## src/rtl/img_pkg.sv

```systemverilog
// Shared image-pipeline types and helpers for the Sobel stage.
package img_pkg;

  localparam int unsigned PIX_W       = 8;
  localparam int unsigned KERNEL_SIZE = 3;
  localparam int unsigned PIX_MAX     = 255;
  localparam int unsigned PSUM_W      = 10;
  localparam int unsigned GRAD_W      = 11;

  typedef logic [PIX_W-1:0]         pixel_t;
  typedef logic signed [GRAD_W-1:0] grad_t;
  typedef logic [GRAD_W-1:0]        mag_t;
  typedef logic [PSUM_W-1:0]        psum_t;

  // window[r][c]: [0][0] oldest/top-left, [2][2] newest/bottom-right
  typedef pixel_t [KERNEL_SIZE-1:0][KERNEL_SIZE-1:0] window_t;

  // Sideband carried alongside each pixel through the arithmetic pipeline
  typedef struct packed {
    logic valid;
    logic border;
    logic frame_done;
  } side_t;

  // Weighted 1-2-1 partial sums feeding Gx and Gy
  typedef struct packed {
    psum_t gx_pos;
    psum_t gx_neg;
    psum_t gy_pos;
    psum_t gy_neg;
  } psum_bus_t;

  // a + 2b + c, max 1020, fits 10 bits unsigned
  function automatic psum_t col_sum(input pixel_t a, input pixel_t b, input pixel_t c);
    return psum_t'(a) + psum_t'({b, 1'b0}) + psum_t'(c);
  endfunction

  // Absolute value of a signed gradient (|g| <= 1020, no overflow)
  function automatic mag_t abs_grad(input grad_t g);
    return g[GRAD_W-1] ? mag_t'(-g) : mag_t'(g);
  endfunction

endpackage

```

## src/rtl/sobel_stage_kernel_pipe.sv

```systemverilog
// sobel_kernel_pipe: stages 1-3 of the Sobel arithmetic pipeline.
// Optional SOBEL_THRESHOLD_EN turns the magnitude into a binary edge map.
import img_pkg::*;

module sobel_kernel_pipe (
  input  logic    clk,
  input  logic    reset,
  input  logic    in_valid,
  input  logic    border,
  input  logic    frame_tag,
  input  window_t window,
`ifdef SOBEL_THRESHOLD_EN
  input  pixel_t  threshold,
`endif
  output pixel_t  pixel_out,
  output logic    out_valid,
  output logic    frame_done
);

  side_t     s1_side;
  side_t     s2_side;
  psum_bus_t s1_sum;
  mag_t      s2_mag_x;
  mag_t      s2_mag_y;

  grad_t     gx_c;
  grad_t     gy_c;
  mag_t      mag_sum_c;
  pixel_t    sat_c;
  pixel_t    result_c;

  // Stage 1: register partial sums and sideband
  always_ff @(posedge clk or negedge reset) begin
    if (!reset) begin
      s1_side <= '0;
      s1_sum  <= '0;
    end else begin
      s1_side <= '{valid: in_valid, border: in_valid & border, frame_done: in_valid & frame_tag};
      if (in_valid) begin
        s1_sum.gx_pos <= col_sum(window[0][2], window[1][2], window[2][2]);
        s1_sum.gx_neg <= col_sum(window[0][0], window[1][0], window[2][0]);
        s1_sum.gy_pos <= col_sum(window[2][0], window[2][1], window[2][2]);
        s1_sum.gy_neg <= col_sum(window[0][0], window[0][1], window[0][2]);
      end
    end
  end

  // Signed gradients from the partial sums (zero-extended to 11 bits)
  always_comb begin
    gx_c = grad_t'(s1_sum.gx_pos) - grad_t'(s1_sum.gx_neg);
    gy_c = grad_t'(s1_sum.gy_pos) - grad_t'(s1_sum.gy_neg);
  end

  // Stage 2: register |Gx| and |Gy|
  always_ff @(posedge clk or negedge reset) begin
    if (!reset) begin
      s2_side  <= '0;
      s2_mag_x <= '0;
      s2_mag_y <= '0;
    end else begin
      s2_side <= s1_side;
      if (s1_side.valid) begin
        s2_mag_x <= abs_grad(gx_c);
        s2_mag_y <= abs_grad(gy_c);
      end
    end
  end

  // Magnitude sum, saturation, border zeroing and optional threshold
  always_comb begin
    mag_sum_c = s2_mag_x + s2_mag_y;
    sat_c     = (mag_sum_c > mag_t'(PIX_MAX)) ? pixel_t'(PIX_MAX) : pixel_t'(mag_sum_c);
`ifdef SOBEL_THRESHOLD_EN
    result_c  = (sat_c >= threshold) ? pixel_t'(PIX_MAX) : '0;
`else
    result_c  = sat_c;
`endif
    if (s2_side.border) begin
      result_c = '0;
    end
  end

  // Stage 3: registered outputs; pixel_out holds across bubbles
  always_ff @(posedge clk or negedge reset) begin
    if (!reset) begin
      pixel_out  <= '0;
      out_valid  <= 1'b0;
      frame_done <= 1'b0;
    end else begin
      out_valid  <= s2_side.valid;
      frame_done <= s2_side.valid & s2_side.frame_done;
      if (s2_side.valid) begin
        pixel_out <= result_c;
      end
    end
  end

endmodule

```

## src/rtl/sobel_stage.sv

```systemverilog
// sobel_stage: streaming 3x3 Sobel |Gx|+|Gy| stage, 4-cycle latency.
// Owns input alignment (stage 0) and row/column tracking.
// Optional macro SOBEL_THRESHOLD_EN adds a threshold input port.
import img_pkg::*;

module sobel_stage #(
  parameter int unsigned ROW_WIDTH = 640,
  parameter int unsigned ROW_COUNT = 480
) (
  input  logic    clk,
  input  logic    reset,
  input  logic    in_valid,
  input  logic    frame_start,
  input  window_t window,
`ifdef SOBEL_THRESHOLD_EN
  input  pixel_t  threshold,
`endif
  output pixel_t  pixel_out,
  output logic    out_valid,
  output logic    frame_done
);

  localparam int unsigned COL_W = (ROW_WIDTH > 1) ? $clog2(ROW_WIDTH) : 1;
  localparam int unsigned ROW_W = (ROW_COUNT > 1) ? $clog2(ROW_COUNT) : 1;

  logic             v0;
  logic             fs0;
  logic [COL_W-1:0] col_q;
  logic [ROW_W-1:0] row_q;
  logic [COL_W-1:0] col_cur_c;
  logic [ROW_W-1:0] row_cur_c;
  logic             last_col_c;
  logic             last_c;
  logic             border_c;

  // Stage 0: align valid/frame_start with the registered window
  always_ff @(posedge clk or negedge reset) begin
    if (!reset) begin
      v0  <= 1'b0;
      fs0 <= 1'b0;
    end else begin
      v0  <= in_valid;
      fs0 <= in_valid & frame_start;
    end
  end

  // Position of the aligned pixel; frame_start forces (0,0)
  always_comb begin
    col_cur_c  = fs0 ? '0 : col_q;
    row_cur_c  = fs0 ? '0 : row_q;
    last_col_c = (col_cur_c == COL_W'(ROW_WIDTH - 1));
    last_c     = last_col_c && (row_cur_c == ROW_W'(ROW_COUNT - 1));
    border_c   = (row_cur_c < ROW_W'(2)) || (col_cur_c < COL_W'(2));
  end

  // Counters hold the position expected for the next aligned pixel
  always_ff @(posedge clk or negedge reset) begin
    if (!reset) begin
      col_q <= '0;
      row_q <= '0;
    end else if (v0) begin
      if (last_col_c) begin
        col_q <= '0;
        row_q <= last_c ? '0 : row_cur_c + ROW_W'(1);
      end else begin
        col_q <= col_cur_c + COL_W'(1);
        row_q <= row_cur_c;
      end
    end
  end

  sobel_kernel_pipe u_pipe (
    .clk        (clk),
    .reset      (reset),
    .in_valid   (v0),
    .border     (border_c),
    .frame_tag  (last_c),
    .window     (window),
`ifdef SOBEL_THRESHOLD_EN
    .threshold  (threshold),
`endif
    .pixel_out  (pixel_out),
    .out_valid  (out_valid),
    .frame_done (frame_done)
  );

endmodule

```

## config.mk

```make
export PLATFORM = sky130hd
export DESIGN_NAME = sobel_stage
export DESIGN_NICKNAME = d
export VERILOG_FILES = /design/src/rtl/img_pkg.sv /design/src/rtl/sobel_stage_kernel_pipe.sv /design/src/rtl/sobel_stage.sv
export SDC_FILE = /design/constraint.sdc
export NUM_CORES = 1
export LEC_CHECK = 0
export ABC_AREA = 1
export CAP_MARGIN = 30
export CORE_MARGIN = 4
export CORE_UTILIZATION = 45
export DETAILED_ROUTE_END_ITERATION = 8
export PLACE_DENSITY = 0.66
export SLEW_MARGIN = 20
export SYNTH_ARGS = -nofsm -noshare
export SYNTH_HDL_FRONTEND = slang
export SYNTH_HIERARCHICAL = 1
export SYNTH_SLANG_ARGS = --single-unit
```

## constraint.sdc

```tcl
create_clock -name clk -period 3 [get_ports clk]
set_input_delay 0.6 -clock clk [delete_from_list [all_inputs] [get_ports clk]]
set_output_delay 0.6 -clock clk [all_outputs]
set_load 0.01 [all_outputs]
```

==> results of run 1 <==
-- cell usage in the layout, fill, tap and decap left out, types with 2 or more instances in the layout --
master / count
nand2_1: 343
inv_1: 154
dfrtp_1: 98
nand3_1: 94
clkdlybuf4s50_1: 74
ha_1: 69
nor2_1: 65
o21ai_0: 50
a21oi_1: 40
fa_1: 35
buf_4: 30
nand4_1: 29
nand2_2: 14
nor3_1: 12
clkbuf_16: 9
nand3b_1: 9
o22ai_1: 8
xnor2_1: 8
xor2_1: 8
a31oi_1: 7
inv_2: 7
o21ai_1: 6
nor2_2: 5
nor2_4: 4
nand3_2: 4
o311ai_0: 4
or2_2: 4
nand2_4: 3
inv_4: 2
o21bai_1: 2
bufinv_16: 2
dlymetal6s2s_1: 2
a22oi_1: 2
-- power by group through the flow --
stage	sequential (W)	combinational (W)	clock, W
after global routing	0.00191	0.00474	0.00141
after detailed placement	0.00189	0.00406	0
after global placement	0.00189	0.00397	0
after floorplan	0.00184	0.00307	0
after CTS	0.00187	0.00408	0.00135
final	0.00186	0.00404	0.00131
-- critical path: cells and delay by family --
kind	cells	cell delay (ns)
compound gates	3	0.29
fa+ha+maj	3	1.12
buf+inv	3	0.64
simple gates	5	0.43
-- per-stage QoR --
step	hold slack, ns	util (%)
after floorplan	0.304	-
after global placement	0.333	52.2
after detailed placement	0.336	52.3
after CTS	0.237	54.2
after global routing	0.259	54.2
final	0.225	54.2
-- cell type report --
cell class / instances / area [um^2] / area share, %
sequential: 99 / 2480 / 25.5
clock inverter: 6 / 96.3 / 0.989
tap: 229 / 287 / 2.94
multi-input combinational: 833 / 5000 / 51.4
inverter: 165 / 626 / 6.42
clock buffer: 10 / 239 / 2.45
timing repair buffer: 107 / 1010 / 10.4
-- layer usage --
layer | global-route usage [%] | vias to the layer above | share of wire, %
li1 | - | 3815 | -
met1 | 27.4 | 3288 | 49
met2 | 32.2 | 124 | 46
met3 | 3.52 | 30 | 3.7
met4 | 6.05 | 0 | 1.9
met5 | 0 | - | 0
-- state kept, by name, summed over array words and instances, names as in the netlist --
register,count
col_q,10
fs0,1
row_q,9
u_pipe/frame_done,1
u_pipe/out_valid,1
u_pipe/pixel_out,8
u_pipe/s1_side,3
u_pipe/s1_sum,40
u_pipe/s2_mag_x,11
u_pipe/s2_mag_y,11
u_pipe/s2_side,3
v0,1
-- path summary, 6_finish.rpt --
| check | start | end | slack [ns] | cells after the start |
|---|---|---|---|---|
| max | window[49] | u_pipe/s1_sum[19] | 0.20 | 14 |
| min in group clk | u_pipe/s1_side[1] | u_pipe/s2_side[1] | 0.35 | 0 |
| min reg2reg | u_pipe/s1_side[1] | u_pipe/s2_side[1] | 0.35 | 0 |
| min | reset | u_pipe/s1_sum[21] | 0.22 | 1 |
| max in group asynchronous | reset | u_pipe/pixel_out[7] | 1.91 | 3 |
| max reg2reg | u_pipe/s1_sum[20] | u_pipe/s2_mag_x[10] | 0.60 | 13 |
-- repair_timing --
item	in CTS	in global routing
setup buffers	0	0
resized for setup	0	3
setup endpoints to repair	0	5
hold buffers	0	0
-- logic make-up (layout without fill, tap and decap cells) --
logic type	after synthesis	after routing	synth area share (%)
AND/OR/NAND/NOR	589	589	31.6
buffers and inverters	186	288	9.10
AO/OA/AOI/OAI	122	122	8.06
adder cells (fa/ha/maj)	105	105	19.2
flip-flops	99	99	30.1
XOR/XNOR	17	17	1.90
==> results by group, run 1 <==
Status
  – Status: complete, no violations

Synth
  – Largest area contributor in the netlist: dfrtp_1
  – Ys async rst share: 100%
  – Largest cells by area after synthesis: dfrtp_1 (30%), nand2_1 (16%), ha_1 (11%), fa_1 (8.5%), inv_1 (7.0%)
  – Cells after Synth: 1118
  – Top-area cell type share of the netlist area: 30.1%
  – Seq/Total Area, Yosys: 30.1%
  – Yosys warns: 6
  – Post-synth EDFFs: 0
  – Post-synth net total: 1299
  – Netlist cell types: 41
  – Synth cell count leaders: nand2_1 (343), inv_1 (154), dfrtp_1 (99)
  – #FFs+latches synth: 99
  – Top-count cell post-synth: nand2_1
  – Post-synth design cell area: 8220 um^2
  – Synth Flop Type: dfrtp_1
  – Avg Inst Size Synth: 7.36 um^2

Clock tree
  – Num Clock Sinks: 99
  – Clock-pin slew on the worst setup and hold paths: 0.07 ns
  – CTS tree: done
  – Clk root buf: clkbuf_16
  – Max Root-Sink Buffers: 2
  – Worst skew pair latency: 0.35 ns
  – CTS buffer count: 9
  – Htree depth: 3

Detailed routing
  – 1st-pass router iterations: 4
  – Wire per inst: 13.2 um
  – Post-route ant nets: 0
  – Aggregate routed wire length: 19.1 mm
  – Vias after detailed routing: 7257
  – DR iter-0 viols: 323
  – Detailed-route DRC error count: 0
  – Via density per instance: 5.01

Timing
  – Unrepaired setup endpoints after global routing: false
  – Worst rel slew slack: 48.1%
  – Max-slew violations: 0
  – Setup tns final: 0 ns
  – FMAX: 357 MHz
  – Hold Vio Cnt, Final: 0
  – Final worst-path cycle share: 93.3%
  – Final min period: 2.80 ns
  – Worst-margin pin slew: 0.778 ns
  – Clock skew: 0.00843 ns
  – Setup Viol. Count Final: 0
  – Final worst slack: 0.202 ns

Power
  – Switching power: 0.00322 W
  – Sequential share of power: 25.8%
  – Clock power frac: 18.1%
  – P_leak: 5.00 nW
  – Comb power frac: 56.0%
  – Cell Pwr Density: 741 nW/um^2
  – Largest vdd supply drop: 0.477 mV
  – Pint: 0.00400 W
  – Switching Share: 44.6%
  – Power Total: 0.00722 W

Placed design
  – Placed insts: 1433
  – GPL Wtd Cong: 0.877
  – Placed cell area: 9400 um^2
  – Hpwl dp: 15.4 mm
  – Port Buf Inserts: 77
  – Worst slack at placement: -0.169 ns

Layout
  – Design Area, Final: 9740 um^2
  – Layout cell share with drive strength beyond 1: 7.95%
  – Fin nets: 1396
  – Area delta synth->final: 18.4%
  – Fillcell total: 1762
  – Ant. Diodes: 0
  – Post-Layout Cell Count: 1449

Setup path
  – Startpoint types: input pin
  – Worst-path cell chain: clkdlybuf4s50_1, fa_1, ha_1, inv_1, fa_1, inv_1, nand3_1, nand2_1, nand2_1, nand2_1, a21oi_1, nor2_1, o21ai_0, a21oi_1
  – Slowest CP cell: fa_1
  – Worst EP arrival: 3.08 ns
  – CP max stage delay: 0.59 ns
  – Crit path top cell by count: nand2_1
  – Critical path required time: 3.28 ns
  – Worst Setup Path Type: in -> reg
  – CP Capture Type: flop
  – Max FO, Critical Path: 3

Die
  – Area of the core: 18000 um^2
  – Starting density of the core: 45.8%
  – DIE WIDTH: 143 um
  – Die area: 20500 um^2
  – Die Y: 143 um
  – Cell row count: 49
  – Num ports: 86

Global route
  – Overflow after GRT: 0
  – First-pass GRT wire length: 33.2 mm
  – Initial antenna violation count: 0
  – Largest net degree at the start of global routing: 43
  – Vias in the first global route: 7072
  – GRT Total Usage: 19.9%

Worst hold path
  – Hold WC Path Type: in -> async

Job
  – Max-Cap Viols: 0
Note: power is estimated with default switching activity, not from simulation.
==> run 2, diff against run 1 <==
--- a/config.mk
+++ b/config.mk
@@ -10,6 +10,7 @@
 export CORE_MARGIN = 4
 export CORE_UTILIZATION = 45
 export DETAILED_ROUTE_END_ITERATION = 8
+export GPL_ROUTABILITY_DRIVEN = 1
 export PLACE_DENSITY = 0.66
 export SLEW_MARGIN = 20
 export SYNTH_ARGS = -nofsm -noshare
==> results of run 2 <==
No change in the layout: final DEF, timing and power equal those of run 1.
==> run 3, diff against run 2 <==
--- a/config.mk
+++ b/config.mk
@@ -7,12 +7,11 @@
 export LEC_CHECK = 0
 export ABC_AREA = 1
 export CAP_MARGIN = 30
-export CORE_MARGIN = 4
 export CORE_UTILIZATION = 45
 export DETAILED_ROUTE_END_ITERATION = 8
 export GPL_ROUTABILITY_DRIVEN = 1
 export PLACE_DENSITY = 0.66
-export SLEW_MARGIN = 20
+export SLEW_MARGIN = 5
 export SYNTH_ARGS = -nofsm -noshare
 export SYNTH_HDL_FRONTEND = slang
 export SYNTH_HIERARCHICAL = 1
==> run 3 against run 2 <==
Compared with the run above: worst hold slack improved by 0.016 ns; power decreased by 1.6%; core utilization decreased by 0.29 points; count of clock-buffer cells in the layout rose by 1; non-clock buffer count shrank 3; critical path depth is the same; clock skew hardly changed; final area is 0.54% lower; sequential share of layout area grew 0.14 points; first-iteration DRC count grew 15%; flip-flop and latch count stayed put; register-to-register slack better by 0.04 ns.
==> results by group, run 3 (same netlist as run 1, synthesis figures left out) <==
Global route
  – Overflow after GRT: 0 (unchanged)
  – Largest net degree at the start of global routing: 62 (+44%)
  – Initial antenna violation count: 0 (unchanged)
  – GRT Total Usage: 22.0% (+2.1 points)
  – First-pass GRT wire length: 32.7 mm (-1.5%)
  – Vias in the first global route: 7018 (-0.76%)

Die
  – Starting density of the core: 45.8% (unchanged)
  – DIE WIDTH: 137 um (-4.2%)
  – Die area: 18800 um^2 (-8.2%)
  – Die Y: 137 um (-4.2%)
  – Area of the core: 18000 um^2 (unchanged)
  – Num ports: 86 (unchanged)
  – Cell row count: 49 (unchanged)

Clock tree
  – Num Clock Sinks: 99 (unchanged)
  – Worst skew pair latency: 0.35 ns (about the same)
  – Max Root-Sink Buffers: 2 (unchanged)
  – Clk root buf: clkbuf_16
  – CTS buffer count: 9 (unchanged)
  – Clock-pin slew on the worst setup and hold paths: 0.07 ns (about the same)
  – CTS tree: done
  – Htree depth: 3 (unchanged)

Timing
  – Worst-margin pin slew: 0.829 ns (+0.0514 ns)
  – Max-slew violations: 0 (unchanged)
  – Setup tns final: 0 ns (unchanged)
  – Worst rel slew slack: 44.6% (-3.4 points)
  – Clock skew: 0.00828 ns (-0.000154 ns)
  – Final worst slack: 0.190 ns (-0.0118 ns)
  – Final min period: 2.81 ns (+0.0118 ns)
  – FMAX: 356 MHz (-0.42%)
  – Unrepaired setup endpoints after global routing: false
  – Hold Vio Cnt, Final: 0 (unchanged)
  – Final worst-path cycle share: 93.7% (+0.39 points)
  – Setup Viol. Count Final: 0 (unchanged)

Detailed routing
  – DR iter-0 viols: 372 (+15%)
  – Via density per instance: 4.98 (-0.66%)
  – Wire per inst: 13.1 um (-0.67%)
  – Post-route ant nets: 0 (unchanged)
  – 1st-pass router iterations: 5 (+1)
  – Aggregate routed wire length: 18.9 mm (-0.87%)
  – Vias after detailed routing: 7194 (-0.87%)
  – Detailed-route DRC error count: 0 (unchanged)

Layout
  – Area delta synth->final: 17.8%
  – Post-Layout Cell Count: 1446 (-0.21%)
  – Fin util: 53.9% (-0.29 points)
  – Biggest registers after layout: u_pipe/s1_sum: 40 flops, u_pipe/s2_mag_x: 11 flops, u_pipe/s2_mag_y: 11 flops
  – Max FFs per register: 40 (unchanged)
  – Ant. Diodes: 0 (unchanged)
  – Layout cell share with drive strength beyond 1: 7.81% (-0.14 points)
  – Area of the multi-input gates: 5000 um^2 (about the same)
  – Commonest cells after routing, fill and taps aside: nand2_1 (343), inv_1 (153), dfrtp_1 (98)
  – Commonest non-fill, non-tap cell in the layout: nand2_1
  – Fillcell total: 1783 (+1.2%)
  – Most flop-heavy register: u_pipe/s1_sum
  – Seq. cell area: 2480 um^2 (unchanged)
  – Fin nets: 1393 (-0.21%)

Setup path
  – Worst Setup Path Type: in -> reg
  – CP Capture Type: flop
  – Startpoint types: input pin
  – Worst EP arrival: 3.05 ns (-0.03 ns)
  – Critical path required time: 3.24 ns (-0.04 ns)
  – Max FO, Critical Path: 3 (unchanged)

Placed design
  – Hpwl dp: 15.0 mm (-2.9%)
  – Placed insts: 1430 (-0.21%)
  – GPL Wtd Cong: 0.898 (+2.4%)
  – Port Buf Inserts: 77 (unchanged)
  – Worst slack at placement: -0.231 ns (-0.0624 ns)

Power
  – P_leak: 4.96 nW (-0.89%)
  – Power Total: 0.00710 W (-1.6%)
  – Cell Pwr Density: 733 nW/um^2 (-1.1%)
  – Largest vdd supply drop: 0.476 mV (-0.24%)

Worst hold path
  – Hold WC Path Type: in -> async

Status
  – Status: complete, no violations

Job
  – Max-Cap Viols: 0 (unchanged)
-- run 3: final cells by class --
type | instances | share of cell area (%)
multi-input cells | 833 | 51.7
clock inverters | 5 | 0.646
well taps | 229 | 2.96
inverters | 165 | 6.46
clock buffers | 11 | 2.51
flip-flops and latches | 99 | 25.6
repair buffers | 104 | 10.2
-- run 3: path summary, 6_finish.rpt --
| kind | start | end | slack (ns) | depth (start not counted) |
|---|---|---|---|---|
| worst max-delay path | window[17] | u_pipe/s1_sum[37] | 0.19 | 14 |
| worst max register to register | u_pipe/s1_sum[20] | u_pipe/s2_mag_x[10] | 0.64 | 13 |
| max in group asynchronous | reset | v0 | 2.02 | 2 |
| worst min register to register | u_pipe/s1_side[0] | u_pipe/s2_side[0] | 0.35 | 0 |
| min in group clk | u_pipe/s1_side[0] | u_pipe/s2_side[0] | 0.35 | 0 |
| worst min-delay path | reset | u_pipe/s1_sum[30] | 0.24 | 1 |
-- run 3: timing repair --
item	in CTS	in global routing
setup buffers	0	0
endpoints found under the setup margin	0	4
gates resized for setup	0	4
hold buffers	0	0
-- run 3: layer usage --
metal,GRT usage (%),share of wire [%],vias to the layer above
li1,-,-,3799
met5,0,0,-
met1,29.8,49,3252
met3,2.69,3.3,11
met2,37.1,46,132
met4,5.92,1.2,0
-- run 3: metrics by stage --
stage / hold slack [ns] / cell area, um^2
after floorplan: 0.304 / 8220
after global placement: 0.341 / 9370
after detailed placement: 0.339 / 9370
after CTS: 0.260 / 9680
after global routing: 0.286 / 9690
final: 0.241 / 9690
-- run 3: critical path: stages --
cell	delay [ns]
clkdlybuf4s50_1	0.46
fa_1	0.56
ha_1	0.16
inv_1	0.06
fa_1	0.37
inv_1	0.10
nand3_1	0.08
nand2_1	0.09
nand2_1	0.08
nand2_1	0.07
a21oi_1	0.08
nor2_1	0.13
nand3b_1	0.14
nand2_1	0.06
-- run 3: power by group --
| group | switching [W] | total [W] | internal (W) |
|---|---|---|---|
| combinational | 0.00248 | 0.00405 | 0.00157 |
| clock | 0.000522 | 0.00119 | 0.000673 |
| sequential | 0.000198 | 0.00186 | 0.00166 |
| total | 0.00320 | 0.00710 | 0.00391 |
